[src/rtl/tile_seq_pkg.sv]
// tile_seq_pkg: constants shared by the tile ramp sequencer and its input
// conditioning sub-module.
//   state_t     : sequencer FSM states (IDLE / WAIT / FAULT)
//   SYNC_STAGES : depth of every asynchronous-input synchronizer
package tile_seq_pkg;

  typedef enum logic [1:0] {
    ST_IDLE  = 2'd0,
    ST_WAIT  = 2'd1,
    ST_FAULT = 2'd2
  } state_t;

  localparam int SYNC_STAGES = 2;

endpackage

[src/rtl/sw_debounce.sv]
// sw_debounce: one raw asynchronous switch -> synchronizer -> debounced level.
// The stable level only follows the synchronized input after it has differed
// from the current stable level for DEBOUNCE_CYCLES consecutive clocks.
// Ports:
//   i_clk    : system clock
//   i_rst_n  : asynchronous active-low reset
//   i_raw    : raw asynchronous switch input
//   o_stable : debounced, registered switch level
module sw_debounce
  import tile_seq_pkg::*;
#(
  parameter int DEBOUNCE_CYCLES = 1000000
) (
  input  logic i_clk,
  input  logic i_rst_n,
  input  logic i_raw,
  output logic o_stable
);

  localparam int CW = $clog2(DEBOUNCE_CYCLES);

  logic [SYNC_STAGES-1:0] r_sync;
  logic [CW-1:0]          r_cnt;
  logic                   r_stable;
  logic                   w_sync;
  logic                   w_diff;

  assign w_sync = r_sync[SYNC_STAGES-1];
  assign w_diff = (w_sync != r_stable);

  always_ff @(posedge i_clk or negedge i_rst_n) begin
    if (!i_rst_n) begin
      r_sync   <= '0;
      r_cnt    <= '0;
      r_stable <= 1'b0;
    end else begin
      r_sync <= {r_sync[SYNC_STAGES-2:0], i_raw};
      if (w_diff) begin
        // Accept on the cycle the counter would reach DEBOUNCE_CYCLES.
        if (r_cnt == CW'(DEBOUNCE_CYCLES - 1)) begin
          r_stable <= w_sync;
          r_cnt    <= '0;
        end else begin
          r_cnt <= r_cnt + CW'(1);
        end
      end else begin
        r_cnt <= '0;
      end
    end
  end

  assign o_stable = r_stable;

endmodule

[src/rtl/tile_ramp_sequencer.sv]
// tile_ramp_sequencer: conditions per-tile enable switches and drives the
// tile array enables. Turn-ons are staggered one tile per STAGGER_CYCLES,
// turn-offs are immediate, and a fault alarm forces all tiles off and
// latches until acknowledged.
// Ports:
//   clk           : system clock
//   rst_n         : asynchronous active-low reset
//   sw_req        : raw asynchronous per-tile enable switches
//   fault_in      : asynchronous active-high fault alarm
//   fault_clr     : synchronous single-cycle fault acknowledge
//   tile_en       : registered per-tile enables
//   busy          : a ramp is pending or in progress
//   fault_latched : registered, high while in FAULT
//   en_count      : popcount of tile_en
module tile_ramp_sequencer
  import tile_seq_pkg::*;
#(
  parameter int TILE_COUNT      = 4,
  parameter int DEBOUNCE_CYCLES = 1000000,
  parameter int STAGGER_CYCLES  = 2000000
) (
  input  logic                            clk,
  input  logic                            rst_n,
  input  logic [TILE_COUNT-1:0]           sw_req,
  input  logic                            fault_in,
  input  logic                            fault_clr,
  output logic [TILE_COUNT-1:0]           tile_en,
  output logic                            busy,
  output logic                            fault_latched,
  output logic [$clog2(TILE_COUNT+1)-1:0] en_count
);

  localparam int CNT_W = $clog2(TILE_COUNT + 1);
  localparam int TW    = $clog2(STAGGER_CYCLES);

  logic [TILE_COUNT-1:0]  w_target;
  logic [TILE_COUNT-1:0]  w_pend;
  logic [TILE_COUNT-1:0]  w_pick;
  logic [SYNC_STAGES-1:0] r_fault_sync;
  logic                   w_fault;

  state_t                 r_state;
  state_t                 w_state_nxt;
  logic [TILE_COUNT-1:0]  r_tile_en;
  logic [TILE_COUNT-1:0]  w_tile_nxt;
  logic [TW-1:0]          r_timer;
  logic [TW-1:0]          w_timer_nxt;
  logic                   r_fault_latched;
  logic                   w_fault_nxt;
  logic [CNT_W-1:0]       w_cnt;

  for (genvar g = 0; g < TILE_COUNT; g++) begin : g_sw
    sw_debounce #(
      .DEBOUNCE_CYCLES(DEBOUNCE_CYCLES)
    ) u_sw_debounce (
      .i_clk    (clk),
      .i_rst_n  (rst_n),
      .i_raw    (sw_req[g]),
      .o_stable (w_target[g])
    );
  end

  // Fault alarm is synchronized but deliberately not debounced.
  always_ff @(posedge clk or negedge rst_n) begin
    if (!rst_n) begin
      r_fault_sync <= '0;
    end else begin
      r_fault_sync <= {r_fault_sync[SYNC_STAGES-2:0], fault_in};
    end
  end

  assign w_fault = r_fault_sync[SYNC_STAGES-1];

  // Tiles wanted on but not yet on; isolate the lowest-index one.
  assign w_pend = w_target & ~r_tile_en;
  assign w_pick = w_pend & (~w_pend + TILE_COUNT'(1));

  always_ff @(posedge clk or negedge rst_n) begin
    if (!rst_n) begin
      r_state         <= ST_IDLE;
      r_tile_en       <= '0;
      r_timer         <= '0;
      r_fault_latched <= 1'b0;
    end else begin
      r_state         <= w_state_nxt;
      r_tile_en       <= w_tile_nxt;
      r_timer         <= w_timer_nxt;
      r_fault_latched <= w_fault_nxt;
    end
  end

  always_comb begin
    w_state_nxt = r_state;
    w_tile_nxt  = r_tile_en;
    w_timer_nxt = r_timer;
    w_fault_nxt = r_fault_latched;

    if (w_fault) begin
      // Fault overrides every other event in every state.
      w_state_nxt = ST_FAULT;
      w_tile_nxt  = '0;
      w_timer_nxt = '0;
      w_fault_nxt = 1'b1;
    end else begin
      unique case (r_state)
        ST_IDLE: begin
          w_tile_nxt = (r_tile_en & w_target) | w_pick;
          if (|w_pend) begin
            // Two cycles are spent in the IDLE->WAIT and WAIT->IDLE edges,
            // so rising edges land exactly STAGGER_CYCLES apart.
            w_state_nxt = ST_WAIT;
            w_timer_nxt = TW'(STAGGER_CYCLES - 2);
          end
        end
        ST_WAIT: begin
          w_tile_nxt = r_tile_en & w_target;
          if (r_timer == '0) begin
            w_state_nxt = ST_IDLE;
          end else begin
            w_timer_nxt = r_timer - TW'(1);
          end
        end
        ST_FAULT: begin
          w_tile_nxt = '0;
          if (fault_clr) begin
            w_state_nxt = ST_IDLE;
            w_fault_nxt = 1'b0;
          end
        end
        default: begin
          w_state_nxt = ST_IDLE;
          w_tile_nxt  = '0;
          w_timer_nxt = '0;
        end
      endcase
    end
  end

  always_comb begin
    w_cnt = '0;
    for (int unsigned i = 0; i < TILE_COUNT; i++) begin
      w_cnt = w_cnt + CNT_W'(r_tile_en[i]);
    end
  end

  assign tile_en       = r_tile_en;
  assign fault_latched = r_fault_latched;
  assign en_count      = w_cnt;
  assign busy          = (r_state == ST_WAIT) |
                         ((r_state != ST_FAULT) & (r_tile_en != w_target));

endmodule

[config.mk]
export PLATFORM = sky130hd
export DESIGN_NAME = tile_ramp_sequencer
export DESIGN_NICKNAME = d
export VERILOG_FILES = /design/src/rtl/tile_seq_pkg.sv /design/src/rtl/sw_debounce.sv /design/src/rtl/tile_ramp_sequencer.sv
export SDC_FILE = /design/constraint.sdc
export NUM_CORES = 1
export LEC_CHECK = 0
export CAP_MARGIN = 30
export CORE_MARGIN = 3
export CORE_UTILIZATION = 30
export CTS_BUF_LIST = sky130_fd_sc_hd__clkbuf_2
export CTS_CLUSTER_DIAMETER = 100
export DETAILED_ROUTE_END_ITERATION = 10
export HOLD_SLACK_MARGIN = 0.05
export PLACE_DENSITY = 0.49
export SETUP_SLACK_MARGIN = 0.4
export SLEW_MARGIN = 15
export SYNTH_ARGS = -nofsm -noshare
export SYNTH_HDL_FRONTEND = slang
export SYNTH_SLANG_ARGS = --single-unit
[constraint.sdc]
create_clock -name clk -period 2.01 [get_ports clk]
set_input_delay 0.402 -clock clk [delete_from_list [all_inputs] [get_ports clk]]
set_output_delay 0.402 -clock clk [all_outputs]
set_load 0.02 [all_outputs]
After elaboration in Yosys (flattened, before gate mapping):

Index checks and enable logic that the tools add are counted.
W data, S select, Z words.

* $add $sub $neg: 9
* eq/ne operators: 17
* muxes and demuxes: 22
* bitwise gates (word level): 8
* reduce and logical (&&, ||, !) cells: 12

Operators by type and width (count)
* $mux W20: 8
* $add A20 B1 Y20 const B: 4
* $eq A20 B20 Y1 const B: 4
* $mux W21: 3
* $pmux W21 S3: 1
* $logic_not A21 Y1: 1
* $sub A21 B1 Y21 const B: 1
* $and A4 B4 Y4: 3
* $ne A3 B3 Y1 const B: 4
* $reduce_and A2 Y1: 5
* $mux W2: 4
* $not A4 Y4: 2
* $pmux W4 S2: 1
* $pmux W2 S3: 1
* $reduce_and A3 Y1: 2
* $add A4 B1 Y4 const B: 1
* $mux W4: 1
* $ne A1 B1 Y1: 4
* $ne A2 B2 Y1 const B: 2
* $ne A4 B4 Y1: 1
* $or A4 B4 Y4: 1
* $reduce_bool A2 Y1: 2
* $reduce_or A4 Y1: 1
* $add A2 B1 Y3: 1
* 8 further kinds: 10

* bits in registers: 122
* bits of input ports: 8
* output and inout port bits: 9
* logic and storage cells: 85

Longest topological paths before layout:

* depth after elaboration: 8
* gate-level depth with buffers: 8
* depth with buffers taken out: 7

Modules after synthesis:

A second synthesis with hierarchy kept.

* cell total of the unflattened synthesis: 631
* area, all modules: 6266.0 um^2

Modules (own cells, without submodules)
* sw_debounce: times used 4, cells an instance 110, area an instance 1108.6 um^2, seq. area each 575.6 um^2
* tile_ramp_sequencer: times used 1, cells an instance 191, area an instance 1831.8 um^2, seq. area each 750.7 um^2

Least setup slack after synthesis:

No wires, ideal clock.

* path kind: reg-to-reg
* start point: reg r_tile_en[0], in the netlist tile_en[0]
* end point: reg r_timer[6]
* setup time: 94 ps
* arrival: 1977 ps
* data required time: 1916 ps
* path slack: -61 ps
* cell stages (with the launch flop): 8
* buffers on the path: 0
* clock period less this slack: 2071 ps
* cell sequence: dfrtp_1 inv_1 ha_1 or4_4 nor2_4 nor2_1 a211o_1 a221oi_2

* longest elaborated chain between the ends: 5

Ends and longest elaborated chain
* start, declared: RTL line tile_ramp_sequencer.sv:44 `logic [TILE_COUNT-1:0] r_tile_en;`
* start signal, assigned: RTL line tile_ramp_sequencer.sv:86 `r_tile_en <= w_tile_nxt;`
* $not A4 Y4: RTL line tile_ramp_sequencer.sv:75 `assign w_pend = w_target & ~r_tile_en;`
* $and A4 B4 Y4: RTL line tile_ramp_sequencer.sv:75
* $reduce_or A4 Y1: RTL line tile_ramp_sequencer.sv:108 `if (|w_pend) begin`
* $ne A3 B3 Y1 (no line)
* $reduce_and A3 Y1 (no line)
* end signal, assigned: RTL line tile_ramp_sequencer.sv:87 `r_timer <= w_timer_nxt;`
* end, declared: RTL line tile_ramp_sequencer.sv:46 `logic [TW-1:0] r_timer;`

Every way passes these cells.
A chain may end at the register's enable or synchronous reset.

Worst setup path in the final report:

* start point: reg r_tile_en[0], in the netlist tile_en[0]
* end point: out en_count[1]

* longest elaborated chain between the ends: 3

Ends and longest elaborated chain
* $add A1 B1 Y2: RTL line tile_ramp_sequencer.sv:142 `w_cnt = w_cnt + CNT_W'(r_tile_en[i]);`
* $add A2 B1 Y3: RTL line tile_ramp_sequencer.sv:142
* $add A3 B1 Y3: RTL line tile_ramp_sequencer.sv:142
* end, declared: RTL line tile_ramp_sequencer.sv:30 `output logic [$clog2(TILE_COUNT+1)-1:0] en_count`

Every way passes these cells.

==> run_results.csv <==
group,metric,value,unit
run_status,status,"finished, violations left",
run_status,violations,"setup timing",
clock_network,h-tree-depth,4,
flow_run,drv_cap,0,
clock_network,clockRootBuffer,"clkbuf_2",
detailed_routing,wl,16400,µm
sta,worst_slew_pin_slew,0.631,ns
sta,drv_slew,0,
synthesis,syn_area_per_cell,9.91,µm²
sta,max_freq,0.379,GHz
detailed_routing,num_vias,5264,
synthesis,async_flop_share,100,%
sta,fin_crit,2.64,ns
floorplan,dieArea,0.0222,mm²
detailed_routing,drc_errors,0,
critical_path,worst_r2r_path_depth,8,
sta,layout_setup_ws,-0.630,ns
synthesis,synth_nets,644,
synthesis,syn_area,0.00613,mm²
placed_design,port_buffers,16,
sta,rsz0062_at_grt,"true",
detailed_routing,vias_per_cell,4.87,
min_path,hold_path_class,"in2async",
sta,relSlewSlack,57.6,%
detailed_routing,drtAntennaViolNets,0,
final_layout,syn2layout_area_growth,55.9,%
critical_path,crit_type,"reg2out",
sta,hold_viol,0,
clock_network,clk_latency,0.69,ns
detailed_routing,wl_per_cell,15.1,µm
detailed_routing,dr.pass1.iters,4,
power,powerDensity,525,mW/mm²
global_route,grt_pass1_wl,26700,µm
clock_network,tritoncts,"done",
placed_design,placed_cells,953,
critical_path,path_buf_inv,3,
clock_network,path_clk_slew,0.20,ns
critical_path,rr_startpoint,"tile_en[1]",
global_route,antenna_found_initial,1,
synthesis,ys.flop_type,"dfrtp_1",
clock_network,cts_made_buffers,17,
critical_path,cp_slowest_cell,"fa_1",
global_route,grt_pass1_vias,5475,
sta,finalClockSkew,0.0392,ns
global_route,grt_util_all_layers,14.9,%
critical_path,r2r_slack,-0.05,ns
synthesis,synth_area_leaders,"dfrtp_1 50%, nor2_1 7.0%, xor2_1 6.3%, xnor2_1 5.0%, ha_1 3.3%",
power,worst_ir_drop_vdd,0.371,mV
floorplan,io_pins,17,
critical_path,endpoint_kind,"output pin",
synthesis,synth.most_common_cell,"dfrtp_1",
final_layout,nNetsFinal,828,
placed_design,routabilityCongestion,0.827,
sta,final-setup-viol-count,5,
final_layout,drive_above_1_share,45.5,%
global_route,grt-ovfl-total,0,
floorplan,die_h,149,µm
clock_network,ctsLongestPathBuffers,2,
critical_path,crit_family,"adder cells",
critical_path,worst_r2r_endpoint,"r_timer[6]",
critical_path,cp_max_fo,2,
synthesis,netlist_instances,619,
floorplan,fp-row-count,51,
critical_path,cpPeakStageDelay,0.55,ns
floorplan,start_util,31.0,%
critical_path,path_cells,"inv_2 > fa_1 > inv_2 > ha_4 > ha_4 > buf_6",
clock_network,cts_sinks,122,
global_route,grt_max_degree,46,
floorplan,core_area,0.0198,mm²
synthesis,synth_edf_count,0,
synthesis,yosysTopAreaCell,"dfrtp_1",
synthesis,synth.top_cells.by_count,"122 x dfrtp_1, 114 x nor2_1, 44 x xor2_1",
synthesis,synth_seq_cells,122,
final_layout,fin_cells,1082,
synthesis,ys_types,59,
final_layout,final_util,48.3,%
synthesis,yosysWarnings,0,
power,p_leak,0.00401,µW
critical_path,cp.arrival,2.24,ns
synthesis,synth_top_cell_area_share,49.8,%
sta,period_share,131,%
critical_path,startpoint_type,"register",
detailed_routing,drt_iter0_drc,273,
synthesis,ys_seq_area_share,49.8,%
floorplan,die_x,149,µm
critical_path,worst_ep_required_time,1.61,ns
placed_design,hpwl,9890,µm
==> state kept, by name, indices dropped and copies added, names as in the netlist <==
signal                       flops
tile_en                          4
r_timer                         21
g_sw.u_sw_debounce.r_sync        8
r_state                          2
r_fault_sync                     2
fault_latched                    1
g_sw.u_sw_debounce.r_cnt        80
g_sw.u_sw_debounce.o_stable      4
==> per-stage QoR <==
step	cell area (µm²)	hold slack, ns	worst slack (ns)	total power (µW)	TNS [ns]
after global placement	7220	0.339	-0.402	3040	-3.37
final	9560	0.149	-0.630	5020	-2.06
after CTS	8920	0.0656	-0.709	4990	-2.36
after detailed placement	7220	0.340	-0.405	3050	-3.64
after global routing	9560	0.0522	-0.787	5260	-3.47
after floorplan	6260	0.106	0.0931	2830	0
==> layer usage <==
layer  part of all wire, %  GRT usage, %
met3                   2.8          4.16
met2                    51          24.9
met5                     0             0
met4                  0.72          3.57
met1                    46          19.4
==> logic make-up after synthesis <==
kind of cell | share of synthesized area, %
AOI/OAI and AO/OA | 7.41
xor gates and xnor gates | 11.3
adders and majority gates | 3.59
buffers and inverters | 2.94
DFF | 49.8
muxes | 0.898
and+or+nand+nor | 24.1
==> placed cells by master, fill, tap and decap left out, drive strengths merged, types with 4 or more instances in the layout <==
cell type      synthesis  layout
o31ai                  4       4
nand2                 36      36
nand3                 31      31
dlygate4sd3            0       4
nand3b                 4       4
xor2                  44      44
nand4                 20      20
inv                   28      28
nor2                 115     115
nor4b                  6       6
a31oi                 11      11
clkinv                 0       5
ha                    16      16
or3                    4       4
a21oi                 13      13
buf                   10     168
clkbuf                 5      24
o21ai                 15      15
and3                  10      10
clkdlybuf4s50          0       6
nor4                  11      11
and4                  14      14
dfrtp                122     122
mux2                   4       4
xnor2                 35      35
nor3                  17      17
==> worst register-to-register path: stages, from the launching register on <==
cell and delay, ns:
dfrtp_2 0.41, inv_2 0.05, buf_6 0.11, ha_4 0.16, or4_4 0.57, nor2_4 0.19
nor2_1 0.06, a211o_1 0.26, a221oi_2 0.23
==> layout make-up <==
type,count,area (µm²)
Clock inverter,10,128
Tap cell,265,332
Inverter,28,105
Sequential cell,122,3060
Multi-Input combinational cell,454,3940
Antenna cell,1,2.50
Clock buffer,22,110
Fill cell,1749,10200
Timing Repair Buffer,180,1880
==> power breakdown <==
part | total, µW | internal [µW] | switching [µW]
clock | 1640 | 704 | 935
sequential | 2530 | 2500 | 35.0
combinational | 846 | 422 | 424
==> timing repair <==
action                     4_1_cts  5_1_grt
hold endpoints to repair       123        2
setup buffers                   55       27
pin swaps                       55       40
resized for setup              227       86
gates cloned                     8        2
setup endpoints to repair      113      113
hold buffers                     2        2
==> worst max-delay path by stage <==
stage	from	endpoint	slack [ns]	cells past startpoint
2_1_floorplan	tile_en[0]	r_timer[6]	0.09	7
5_1_grt	tile_en[0]	en_count[1]	-0.79	6
3_3_place_gp	tile_en[3]	en_count[1]	-0.40	6
4_1_cts	tile_en[0]	en_count[1]	-0.71	6
3_5_place_dp	tile_en[3]	en_count[1]	-0.41	6
6_report	tile_en[0]	en_count[1]	-0.63	6
Power figures use the tool's default switching activity.
